[config.mk]
export PLATFORM = sky130hd
export DESIGN_NAME = fmc_initiator
export DESIGN_NICKNAME = d
export VERILOG_FILES = /design/src/rtl/fmc_pkg.sv /design/src/rtl/fmc_initiator.sv
export SDC_FILE = /design/constraint.sdc
export NUM_CORES = 1
export LEC_CHECK = 0
export BUFFER_PORTS_ARGS = -buffer_cell sky130_fd_sc_hd__buf_2
export CAP_MARGIN = 0
export CORE_AREA = 10 10 86 88
export DETAILED_ROUTE_END_ITERATION = 10
export DIE_AREA = 0 0 96 98
export PLACE_DENSITY_LB_ADDON = 0.05
export SLEW_MARGIN = 25
export SYNTH_ARGS = -nofsm -noshare
export SYNTH_HDL_FRONTEND = slang
export SYNTH_SLANG_ARGS = --single-unit
[constraint.sdc]
create_clock -name clk -period 4.8 [get_ports clk]
set_clock_uncertainty 0.15 [all_clocks]
set_input_delay 0.24 -clock clk [delete_from_list [all_inputs] [get_ports clk]]
set_output_delay 0.24 -clock clk [all_outputs]
set_load 0.02 [all_outputs]
[src/rtl/fmc_pkg.sv]
// Shared FMC definitions: controller state encoding and default bus timing,
// used by both the initiator and the responder side of the FMC link.
package fmc_pkg;

  typedef enum logic [1:0] {
    IDLE = 2'd0,
    ADDR = 2'd1,
    DATA = 2'd2,
    HOLD = 2'd3
  } fmc_state_e;

  localparam int AddrCycles = 2;
  localparam int DataCycles = 4;
  localparam int HoldCycles = 1;

  function automatic int max3(input int a, input int b, input int c);
    int m;
    m = (a > b) ? a : b;
    return (m > c) ? m : c;
  endfunction

endpackage

[src/rtl/fmc_initiator.sv]
// FMC multiplexed address/data bus initiator: turns one request into an
// ADDR/DATA/HOLD strobe sequence and returns a single-cycle completion.
module fmc_initiator #(
  parameter int Width      = 16,
  parameter int AddrCycles = fmc_pkg::AddrCycles,
  parameter int DataCycles = fmc_pkg::DataCycles,
  parameter int HoldCycles = fmc_pkg::HoldCycles
) (
  input  logic             clk,
  input  logic             rst_n,
  input  logic             req_valid,
  output logic             req_ready,
  input  logic             req_write,
  input  logic [Width-1:0] req_addr,
  input  logic [Width-1:0] req_wdata,
  output logic             rsp_valid,
  output logic [Width-1:0] rsp_rdata,
  output logic             fmc_ne_n,
  output logic             fmc_noe_n,
  output logic             fmc_nwe_n,
  output logic             fmc_nadv_n,
  output logic [Width-1:0] ad_out,
  input  logic [Width-1:0] ad_in,
  output logic             ad_tristate
);

  localparam int CntW = $clog2(fmc_pkg::max3(AddrCycles, DataCycles, HoldCycles) + 1);

  if (AddrCycles < 1 || DataCycles < 1 || HoldCycles < 1) begin : g_bad_timing
    $error("fmc_initiator: every phase must last at least one cycle");
  end

  fmc_pkg::fmc_state_e state_q, state_d;
  logic [CntW-1:0]  cnt_q, cnt_d;
  logic             write_q, write_d;
  logic [Width-1:0] addr_q, addr_d;
  logic [Width-1:0] wdata_q, wdata_d;
  logic [Width-1:0] rdata_q, rdata_d;
  logic             ready_q, ready_d;
  logic             rsp_valid_q, rsp_valid_d;
  logic             ne_n_q, ne_n_d;
  logic             noe_n_q, noe_n_d;
  logic             nwe_n_q, nwe_n_d;
  logic             nadv_n_q, nadv_n_d;
  logic [Width-1:0] ad_out_q, ad_out_d;
  logic             tri_q, tri_d;

  always_comb begin
    state_d     = state_q;
    cnt_d       = cnt_q;
    write_d     = write_q;
    addr_d      = addr_q;
    wdata_d     = wdata_q;
    rdata_d     = rdata_q;
    rsp_valid_d = 1'b0;

    case (state_q)
      fmc_pkg::IDLE: begin
        if (req_valid && ready_q) begin
          state_d = fmc_pkg::ADDR;
          cnt_d   = CntW'(AddrCycles - 1);
          write_d = req_write;
          addr_d  = req_addr;
          wdata_d = req_wdata;
        end
      end
      fmc_pkg::ADDR: begin
        if (cnt_q == '0) begin
          state_d = fmc_pkg::DATA;
          cnt_d   = CntW'(DataCycles - 1);
        end else begin
          cnt_d = cnt_q - 1'b1;
        end
      end
      fmc_pkg::DATA: begin
        if (cnt_q == '0) begin
          state_d = fmc_pkg::HOLD;
          cnt_d   = CntW'(HoldCycles - 1);
          if (!write_q) begin
            rdata_d = ad_in;
          end
        end else begin
          cnt_d = cnt_q - 1'b1;
        end
      end
      fmc_pkg::HOLD: begin
        if (cnt_q == '0) begin
          state_d     = fmc_pkg::IDLE;
          rsp_valid_d = 1'b1;
        end else begin
          cnt_d = cnt_q - 1'b1;
        end
      end
    endcase

    // Pad and strobe values are decoded from the next state so they come
    // straight out of flops; the bus is released on the same edge that
    // asserts output-enable.
    ready_d  = (state_d == fmc_pkg::IDLE);
    ne_n_d   = 1'b1;
    noe_n_d  = 1'b1;
    nwe_n_d  = 1'b1;
    nadv_n_d = 1'b1;
    tri_d    = 1'b1;
    ad_out_d = ad_out_q;

    case (state_d)
      fmc_pkg::IDLE: begin
      end
      fmc_pkg::ADDR: begin
        ne_n_d   = 1'b0;
        nadv_n_d = 1'b0;
        tri_d    = 1'b0;
        ad_out_d = addr_d;
      end
      fmc_pkg::DATA: begin
        ne_n_d = 1'b0;
        if (write_d) begin
          nwe_n_d  = 1'b0;
          tri_d    = 1'b0;
          ad_out_d = wdata_d;
        end else begin
          noe_n_d = 1'b0;
        end
      end
      fmc_pkg::HOLD: begin
        ne_n_d = 1'b0;
        if (write_d) begin
          tri_d    = 1'b0;
          ad_out_d = wdata_d;
        end
      end
    endcase
  end

  always_ff @(posedge clk) begin
    if (!rst_n) begin
      state_q     <= fmc_pkg::IDLE;
      cnt_q       <= '0;
      write_q     <= 1'b0;
      addr_q      <= '0;
      wdata_q     <= '0;
      rdata_q     <= '0;
      ready_q     <= 1'b1;
      rsp_valid_q <= 1'b0;
      ne_n_q      <= 1'b1;
      noe_n_q     <= 1'b1;
      nwe_n_q     <= 1'b1;
      nadv_n_q    <= 1'b1;
      ad_out_q    <= '0;
      tri_q       <= 1'b1;
    end else begin
      state_q     <= state_d;
      cnt_q       <= cnt_d;
      write_q     <= write_d;
      addr_q      <= addr_d;
      wdata_q     <= wdata_d;
      rdata_q     <= rdata_d;
      ready_q     <= ready_d;
      rsp_valid_q <= rsp_valid_d;
      ne_n_q      <= ne_n_d;
      noe_n_q     <= noe_n_d;
      nwe_n_q     <= nwe_n_d;
      nadv_n_q    <= nadv_n_d;
      ad_out_q    <= ad_out_d;
      tri_q       <= tri_d;
    end
  end

  assign req_ready   = ready_q;
  assign rsp_valid   = rsp_valid_q;
  assign rsp_rdata   = rdata_q;
  assign fmc_ne_n    = ne_n_q;
  assign fmc_noe_n   = noe_n_q;
  assign fmc_nwe_n   = nwe_n_q;
  assign fmc_nadv_n  = nadv_n_q;
  assign ad_out      = ad_out_q;
  assign ad_tristate = tri_q;

endmodule

==> run summary, run 1 <==
fin crit share: 0.480
cell taking the most area after synthesis: dfxtp_1
YS warnings: 0
GRT overflow: 0
Die ar.: 9410 um^2
min-delay src: req_addr[12]
Total Neg Setup Slack: 0 ns
Placement Cell Area: 3520 um^2
clk buf depth: 2
share of layout cells above drive strength 1: 0.253
Antenna Violating Nets Remaining: 0
CTS buffer count: 9
synth unique cells: 35
largest family of logic cells by synthesized area: simple AND/OR/NAND/NOR gates
Synthesized Nets: 393
mux contribution to synthesized area: 0.108
top_reg_cell synth: dfxtp_1
Placer Congestion: 0.771
final hold violation count: 0
RSZ-0062 raised after global routing: false
vias in the first global route: 2805
clock input transition at the sequential cells of the worst setup and hold paths: 0.08 ns
routed len/inst: 14.7 um
crit path DAT: 2.40 ns
Final Slew Violations: 0
# IOs: 91
Synth Area in Simple Gates: 0.200
commonest non-fill, non-tap cell in the layout: buf_2
CTS tree: done
setup slack, reg-to-reg: 2.50 ns
worst-margin pin slew: 0.949 ns
hold path depth: 3
fin area: 4180 um^2
vias: 2787
n_diodes: 0
CP Capture Type: flop
Iteration-0 DRC Markers: 133
Highest Clock Rate: 434 MHz
post-synthesis adder-cell area fraction: 0.00818
number of enable flip-flop cells after synthesis: 0
Compound-Gate Fraction of Synth Area: 0.134
share of the synthesized area in the top cell type: 0.497
final WL: 8.04 mm
Net count, final: 520
r2r endpoint: ad_out[0]
WHS Endpoint: addr_q[12]
Initial Utilization: 0.533
DR pass1 iterations: 4
synth top area cells: dfxtp_1 50%, mux2i_1 11%, nand2_1 11%
IR Drop Worst-Case VDD: 0.000378 V
syn_area_per_cell: 9.03 um^2
critical path peak fanout: 18
post-detailed-placement half-perimeter wirelength: 5.17 mm
maximum level of the CTS H-tree: 3
clock sinks: 76
largest net degree at the start of global routing: 49
Synth Register Bits: 76
cells on worst reg2reg path: 5
CORE AREA: 5750 um^2
Worst EP required: 4.90 ns
sequential-to-total area share from yosys stat: 0.497
drt via density: 5.10
Post-Synth XOR/XNOR Area: 0.00531
Syn Std Cell Area: 3060 um^2
first-pass GRT wire length: 13.2 mm
final hold slack: 0.00865 ns
leading cell types in the layout, fill and taps excluded: 90 x buf_2, 86 x nand2_1, 76 x dfxtp_1
global-route total usage across every layer: 0.171
Mapped Cells: 339
CTS resizes: 0
synth-to-layout area growth: 36.6%
standard-cell rows: 28
Rel. slew slack: 0.365
reg2reg start: state_q[1]
antenna violations before repair: 0
Setup CP Type: flop to flop
status: complete, no violations
final setup vio count: 0
die height: 98 um
Remaining DRCs: 0
Synth async-reset ratio: 0
Clock Latency Late Sink: 0.34 ns
die width: 96 um
worst hold path class: input pin to flop
Startpoint Class: flop
min Tclk post-route: 2.30 ns
Lkg Pwr: 0.00180 uW
CTS root buf: clkbuf_8
count of input and output buffers: 90
max_cap viols: 0
PwrDens: 561 nW/um^2
logic make-up after synthesis:
group | Yosys count
compound gates | 60
mux | 33
buf+inv | 29
fa+ha+maj | 2
xor+xnor | 1
simple gates | 138
flops | 76
worst max-delay path: stages (launching register included):
cell       delay [ns]
dfxtp_1          0.63
a211oi_2         0.17
a2111oi_4        0.33
buf_4            0.32
nand3_4          0.26
o221ai_1         0.33
synth_stat cells (2+ instances only):
cell type / count
nand2_1: 86
dfxtp_1: 76
a21oi_1: 35
mux2i_1: 33
nor2_1: 20
nand3_1: 16
o221ai_1: 16
clkbuf_1: 14
buf_2: 4
buf_4: 4
inv_1: 3
nand2b_1: 3
or3_1: 3
a31oi_1: 2
buf_6: 2
ha_1: 2
nand3b_1: 2
worst max-delay path by stage:
stage / startpoint / endpoint / slack, ns / cells past startpoint
after detailed placement: rst_n / wdata_q[3] / 2.40 / 4
after floorplan: cnt_q[0] / ad_out[10] / 2.78 / 7
final: state_q[1] / ad_out[0] / 2.50 / 5
after CTS: state_q[1] / ad_out[9] / 2.51 / 5
after global routing: state_q[1] / rsp_rdata[4] / 2.34 / 4
after global placement: rst_n / wdata_q[13] / 2.43 / 4
what timing repair did:
action,4_1_cts,5_1_grt
endpoints found under the hold margin,54,1
hold buffers,45,1
buffers inserted,0,0
flip-flops by register name, indices dropped and copies added (netlist names), 2 cells and up:
register   flops
ad_out        16
addr_q        16
cnt_q          3
rsp_rdata     16
state_q        2
wdata_q       16
cell type report:
type,count,area [um^2]
clock buffer,12,155
clock inverter,4,47.5
fill,471,1560
inverter,4,15.0
multi-input combinational,234,1400
sequential,76,1520
tap,75,93.8
timing repair buffer,141,948
routing by layer:
layer  routed length (um)  share of wire  vias up  track usage
met1                 3370           0.42     1286        0.200
met3                  421          0.052       17       0.0459
met4                  168          0.021        0       0.0749
met2                 4080           0.51       68        0.282
li1                     -              -     1416            -
met5                    0              0        -            0
stage by stage:
stage	total power (uW)	instances	utilization	setup slack [ns]
finish	2350	546	0.728	2.50
global route	2500	546	0.728	2.34
CTS	2360	545	0.726	2.51
detailed placement	1840	484	0.612	2.40
global placement	1820	484	0.612	2.43
floorplan	1600	339	-	2.78
power breakdown:
part / leakage, uW / switching (uW) / internal, uW
Clock: 0.000102 / 222 / 267
Sequential: 0.000621 / 103 / 787
Combinational: 0.00108 / 592 / 375
Total: 0.00180 / 917 / 1430
(Power assumes the default switching activity.)
==> run 2, diff against run 1 <==
--- a/config.mk
+++ b/config.mk
@@ -7,9 +7,9 @@
 export LEC_CHECK = 0
 export BUFFER_PORTS_ARGS = -buffer_cell sky130_fd_sc_hd__buf_2
 export CAP_MARGIN = 0
-export CORE_AREA = 10 10 86 88
+export CORE_AREA = 10 10 93 95
 export DETAILED_ROUTE_END_ITERATION = 10
-export DIE_AREA = 0 0 96 98
+export DIE_AREA = 0 0 103 105
 export PLACE_DENSITY_LB_ADDON = 0.05
 export SLEW_MARGIN = 25
 export SYNTH_ARGS = -nofsm -noshare
==> constraint.sdc (replaced) <==
create_clock -name clk -period 2 [get_ports clk]
set_clock_uncertainty 0.15 [all_clocks]
set_input_delay 0.1 -clock clk [delete_from_list [all_inputs] [get_ports clk]]
set_output_delay 0.1 -clock clk [all_outputs]
set_load 0.02 [all_outputs]
==> run 2 against run 1 <==
Against the previous run: critical path depth grew 2; core utilization fell by 7.4 points; combinational power increased to 2.8 times the previous value; clock power up 150%; cell count increased by 2.9%; critical path type unchanged; largest power group unchanged.
==> run summary, run 2 (synthesis results as in run 1) <==
critical path peak fanout: 8 (-10)
PwrDens: 1370 nW/um^2 (+140%)
CP Capture Type: flop
min Tclk post-route: 1.93 ns (-0.369 ns)
post-detailed-placement half-perimeter wirelength: 5.50 mm (+6.4%)
CORE AREA: 6760 um^2 (+18%)
Rel. slew slack: 0.682 (+0.316)
flip-flop and latch area: 1520 um^2 (about the same)
cell-internal power: 3690 uW (+160%)
global-route total usage across every layer: 0.159 (-0.0116)
final setup vio count: 0 (unchanged)
Placer Congestion: 0.762 (-1.1%)
Startpoint Class: flop
Total Neg Setup Slack: 0 ns (unchanged)
max_cap viols: 0 (unchanged)
IR Drop Worst-Case VDD: 0.000756 V (+100%)
clock power share: 0.201 (-0.007)
share of layout cells above drive strength 1: 0.286 (+0.0337)
largest net degree at the start of global routing: 41 (-16%)
Cell Count, Final, Fillers Out: 562 (+2.9%)
fin crit share: 0.967 (+0.487)
WP buf/inv: 2 (+1)
commonest non-fill, non-tap cell in the layout: buf_2
Layout fillers: 588 (+25%)
status: complete, no violations
Iteration-0 DRC Markers: 99 (-26%)
Antenna Violating Nets Remaining: 0 (unchanged)
Die ar.: 10800 um^2 (+15%)
DR pass1 iterations: 4 (unchanged)
worst hold path class: input pin to flop
CP max stage cell: dfxtp_2
crit path DAT: 2.04 ns (-0.36 ns)
CTS tree: done
vias in the first global route: 2870 (+2.3%)
max incr delay on CP: 0.34 ns (-0.29 ns)
Setup CP Type: flop to flop
Remaining DRCs: 0 (unchanged)
combinational power share: 0.452 (+0.040)
maximum level of the CTS H-tree: 3 (unchanged)
crit-path cells: inv_1, ha_4, and4b_4, a2111oi_4, buf_4, nand3_4, o221ai_2
CP top delay family: compound AO/OA/AOI/OAI gates
die height: 105 um (+7.1%)
Initial Utilization: 0.453 (-0.0797)
GRT overflow: 0 (unchanged)
clock input transition at the sequential cells of the worst setup and hold paths: 0.08 ns (about the same)
Highest Clock Rate: 517 MHz (+19%)
standard-cell rows: 30 (+7.1%)
Net count, final: 532 (+2.3%)
synth-to-layout area growth: 44.4%
die width: 103 um (+7.3%)
Psw: 2370 uW (+160%)
final hold violation count: 0 (unchanged)
clock sinks: 76 (unchanged)
n_diodes: 0 (unchanged)
worst-margin pin slew: 0.475 ns (-0.475 ns)
# IOs: 91 (unchanged)
CTS buffer count: 9 (unchanged)
Clock Latency Late Sink: 0.34 ns (about the same)
count of input and output buffers: 90 (unchanged)
clk buf depth: 2 (unchanged)
final WL: 8.68 mm (+7.9%)
vias: 2854 (+2.4%)
antenna violations before repair: 0 (unchanged)
Lkg Pwr: 0.00188 uW (+4.4%)
leading cell types in the layout, fill and taps excluded: 90 x buf_2, 86 x nand2_1, 75 x dfxtp_1
Final Slew Violations: 0 (unchanged)
Reg power frac: 0.348 (-0.031)
first-pass GRT wire length: 14.2 mm (+7.7%)
routed len/inst: 15.4 um (+4.8%)
placed insts: 496 (+2.5%)
switching share of total power: 0.391 (about the same)
CTS root buf: clkbuf_8
Worst EP required: 2.11 ns (-2.79 ns)
Multi-input gate area: 1490 um^2 (+6.5%)
drt via density: 5.08 (-0.51%)
[run 2: changes by cell type in the layout (fill, tap and decap cells not counted), moves of 2 or more]
cell           delta
buf_12            +3
buf_4             +4
clkinv_2          -2
dlygate4sd3_1     +3
o221ai_1          -8
o221ai_2          +8
[run 2: layout make-up]
| type | count | area share |
|---|---|---|
| tap | 80 | 0.0227 |
| timing repair buffer | 152 | 0.244 |
| multi-input combinational | 235 | 0.337 |
| clock buffer | 12 | 0.0374 |
| clock inverter | 3 | 0.0102 |
| sequential | 76 | 0.345 |
| inverter | 4 | 0.00340 |
[run 2: path summary, 6_finish.rpt]
check | slack [ns] | from | depth (start not counted) | endpoint
min reg2reg | 0.31 | addr_q[3] | 2 | addr_q[3]
min | 0.10 | rst_n | 3 | wdata_q[10]
max | 0.07 | cnt_q[0] | 7 | ad_out[6]
max reg2reg | 0.07 | cnt_q[0] | 7 | ad_out[6]
[run 2: power by group through the flow]
stage	sequential [uW]	clock, uW	combinational [uW]
final	2100	1220	2730
after floorplan	2320	0	1540
after detailed placement	2130	0	2470
after CTS	2100	1240	2550
after global placement	2130	0	2440
after global routing	2150	1310	2990
[run 2: what timing repair did]
action	CTS	global route
endpoints found under the setup margin	0	17
endpoints found under the hold margin	66	0
setup buffers	0	1
resized for setup	0	13
hold buffers	49	0
[run 2: worst register-to-register path: stages (launching register included)]
cell	delay, ns
dfxtp_2	0.34
inv_1	0.08
ha_4	0.18
and4b_4	0.22
a2111oi_4	0.27
buf_4	0.21
nand3_4	0.18
o221ai_2	0.23
[run 2: through the flow]
| stage | hold slack [ns] | instance area (um^2) | util | setup slack [ns] | total power [uW] |
|---|---|---|---|---|---|
| finish | 0.103 | 4420 | 0.654 | 0.0657 | 6050 |
| global placement | 0.183 | 3630 | 0.537 | 0.0850 | 4570 |
| global route | 0.122 | 4420 | 0.654 | -0.0379 | 6450 |
| floorplan | 0.0860 | 3070 | - | 0.0304 | 3870 |
| detailed placement | 0.194 | 3630 | 0.537 | 0.0374 | 4600 |
| CTS | 0.0989 | 4330 | 0.640 | 0.0236 | 5900 |
[run 2: per-layer routing]
metal  global-route usage  up-vias  routed length (um)
met3               0.0369        9                 437
met4               0.0507        0                  97
met2                0.261       61                4340
met5                    0        -                   0
li1                     -     1443                   -
met1                0.199     1341                3800
==> run 3, diff against run 2 <==
--- a/config.mk
+++ b/config.mk
@@ -7,9 +7,9 @@
 export LEC_CHECK = 0
 export BUFFER_PORTS_ARGS = -buffer_cell sky130_fd_sc_hd__buf_2
 export CAP_MARGIN = 0
-export CORE_AREA = 10 10 93 95
+export CORE_AREA = 2 2 85 87
 export DETAILED_ROUTE_END_ITERATION = 10
-export DIE_AREA = 0 0 103 105
+export DIE_AREA = 0 0 87 89
 export PLACE_DENSITY_LB_ADDON = 0.05
 export SLEW_MARGIN = 25
 export SYNTH_ARGS = -nofsm -noshare
==> constraint.sdc (replaced) <==
create_clock -name clk -period 2 [get_ports clk]
set_clock_uncertainty 0.15 [all_clocks]
set_input_delay 0.1 -clock clk [delete_from_list [all_inputs] [get_ports clk]]
set_output_delay 0.1 -clock clk [all_outputs]
set_load 0.005 [all_outputs]
==> run 3 against run 2 <==
Against the previous run: total power is 2.1% lower; count of clock-buffer cells in the layout is 2 lower; combinational power is 7.7% lower; flip-flop and latch count stayed put; die area is 28% lower; highest routed layer unchanged.
==> run summary, run 3 (synthesis results as in run 1) <==
Worst EP required: 2.11 ns (about the same)
IR Drop Worst-Case VDD: 0.000576 V (-24%)
clock power share: 0.214 (+0.013)
combinational power share: 0.426 (-0.026)
clk buf depth: 2 (unchanged)
r2r endpoint: ad_out[0]
cells on worst reg2reg path: 7 (unchanged)
Antenna Violating Nets Remaining: 0 (unchanged)
PwrDens: 1330 nW/um^2 (-3.1%)
Rel. slew slack: 0.678 (-0.00371)
final WL: 7.85 mm (-9.5%)
global-route total usage across every layer: 0.211 (+0.0519)
CORE AREA: 6720 um^2 (-0.56%)
reg2reg start: cnt_q[0]
vias: 2857 (+0.11%)
min-delay src: req_valid
CTS buffer count: 9 (unchanged)
max incr delay on CP: 0.39 ns (+0.05 ns)
Setup CP Type: flop to flop
cell-internal power: 3820 uW (+3.7%)
hold path depth: 5 (+2)
final hold violation count: 0 (unchanged)
crit-path cells: inv_2, ha_4, and4b_4, a2111oi_4, nand3_4, clkbuf_16, o221ai_1
largest net degree at the start of global routing: 35 (-15%)
Startpoint Class: flop
fin util: 0.664 (+0.00999)
Net count, final: 538 (+1.1%)
crit path DAT: 2.06 ns (+0.02 ns)
DR pass1 iterations: 4 (unchanged)
die width: 87 um (-16%)
post-detailed-placement half-perimeter wirelength: 4.80 mm (-13%)
vias in the first global route: 2834 (-1.3%)
antenna violations before repair: 0 (unchanged)
setup slack, reg-to-reg: 0.05 ns (about the same)
fin area: 4460 um^2 (+0.96%)
max_cap viols: 0 (unchanged)
CP top delay family: compound AO/OA/AOI/OAI gates
commonest non-fill, non-tap cell in the layout: buf_2
switching share of total power: 0.355 (-0.0361)
leading cell types in the layout, fill and taps excluded: 90 x buf_2, 86 x nand2_1, 74 x dfxtp_1
critical path peak fanout: 8 (unchanged)
Clock Latency Late Sink: 0.34 ns (about the same)
maximum level of the CTS H-tree: 3 (unchanged)
Iteration-0 DRC Markers: 97 (-2.0%)
Placement Cell Area: 3640 um^2 (+0.28%)
n_diodes: 0 (unchanged)
Reg power frac: 0.361 (+0.013)
WHS Endpoint: write_q
clock sinks: 76 (unchanged)
Remaining DRCs: 0 (unchanged)
# IOs: 91 (unchanged)
count of input and output buffers: 90 (unchanged)
routed len/inst: 13.8 um (-10%)
Lkg Pwr: 0.00192 uW (+2.0%)
share of layout cells above drive strength 1: 0.294 (+0.00733)
drt via density: 5.04 (-0.78%)
synth-to-layout area growth: 45.8%
CTS root buf: clkbuf_8
Psw: 2100 uW (-11%)
final setup vio count: 0 (unchanged)
Final Slew Violations: 0 (unchanged)
die height: 89 um (-15%)
CP Capture Type: flop
GRT overflow: 0 (unchanged)
fin crit share: 0.974 (+0.00709)
CP max stage cell: a2111oi_4
Die ar.: 7740 um^2 (-28%)
standard-cell rows: 30 (unchanged)
worst-margin pin slew: 0.477 ns (+0.00200 ns)
first-pass GRT wire length: 12.9 mm (-8.8%)
Placer Congestion: 0.780 (+2.4%)
clock input transition at the sequential cells of the worst setup and hold paths: 0.08 ns (about the same)
Highest Clock Rate: 513 MHz (-0.73%)
CTS tree: done
status: complete, no violations
min Tclk post-route: 1.95 ns (+0.0142 ns)
WP buf/inv: 2 (unchanged)
worst hold path class: input pin to flop
Initial Utilization: 0.455 (+0.00253)
run 3: what timing repair did:
action,4_1_cts,5_1_grt
endpoints found under the setup margin,9,16
setup buffers,1,2
gates cloned,0,1
hold buffers,50,0
pin swaps,1,2
endpoints found under the hold margin,72,0
resized for setup,0,12
run 3: cell type report:
| type | instances | area (um^2) |
|---|---|---|
| Timing Repair Buffer | 159 | 1150 |
| Inverter | 4 | 15.0 |
| Fill cell | 555 | 2260 |
| Sequential cell | 76 | 1520 |
| Multi-Input combinational cell | 234 | 1460 |
| Tap cell | 80 | 100 |
| Clock buffer | 10 | 138 |
| Clock inverter | 4 | 75.1 |
run 3: routing by layer:
| layer | vias up | share of wire | GRT usage |
|---|---|---|---|
| met2 | 82 | 0.50 | 0.358 |
| met3 | 6 | 0.051 | 0.0545 |
| met1 | 1312 | 0.44 | 0.264 |
| met5 | - | 0 | 0 |
| li1 | 1457 | - | - |
| met4 | 0 | 0.0061 | 0.0668 |
run 3: worst max path at each step:
stage	cells after the start	slack (ns)	end	from
6_report	7	0.05	ad_out[0]	cnt_q[0]
5_1_grt	7	-0.003	ad_out[1]	cnt_q[0]
4_1_cts	7	0.02	ad_out[7]	cnt_q[0]
3_5_place_dp	6	-0.006	ad_out[8]	cnt_q[0]
3_3_place_gp	6	0.05	ad_out[9]	cnt_q[0]
2_1_floorplan	7	0.03	ad_out[3]	cnt_q[0]
run 3: worst min-delay path, stage by stage:
cell and delay (ns):
buf_2 0.11, nand2_1 0.12, nor3_2 0.08, mux2i_1 0.14, nor2_1 0.08
run 3: power by group through the flow:
stage	logic (uW)	registers (uW)	clock network (uW)
floorplan	1540	2100	0
global placement	2190	2160	0
detailed placement	2230	2160	0
CTS	2350	2130	1300
global route	2780	2180	1360
finish	2520	2140	1260
run 3: metrics by stage:
step                      cells  total power [uW]  setup slack [ns]  hold slack [ns]  setup TNS (ns)
after floorplan             339              3640            0.0304           0.0860               0
after global placement      499              4350            0.0531            0.184               0
after detailed placement    499              4380          -0.00580            0.190        -0.00580
after CTS                   564              5770            0.0239            0.175               0
after global routing        567              6320          -0.00318            0.196        -0.00318
final                       567              5920            0.0515            0.187               0
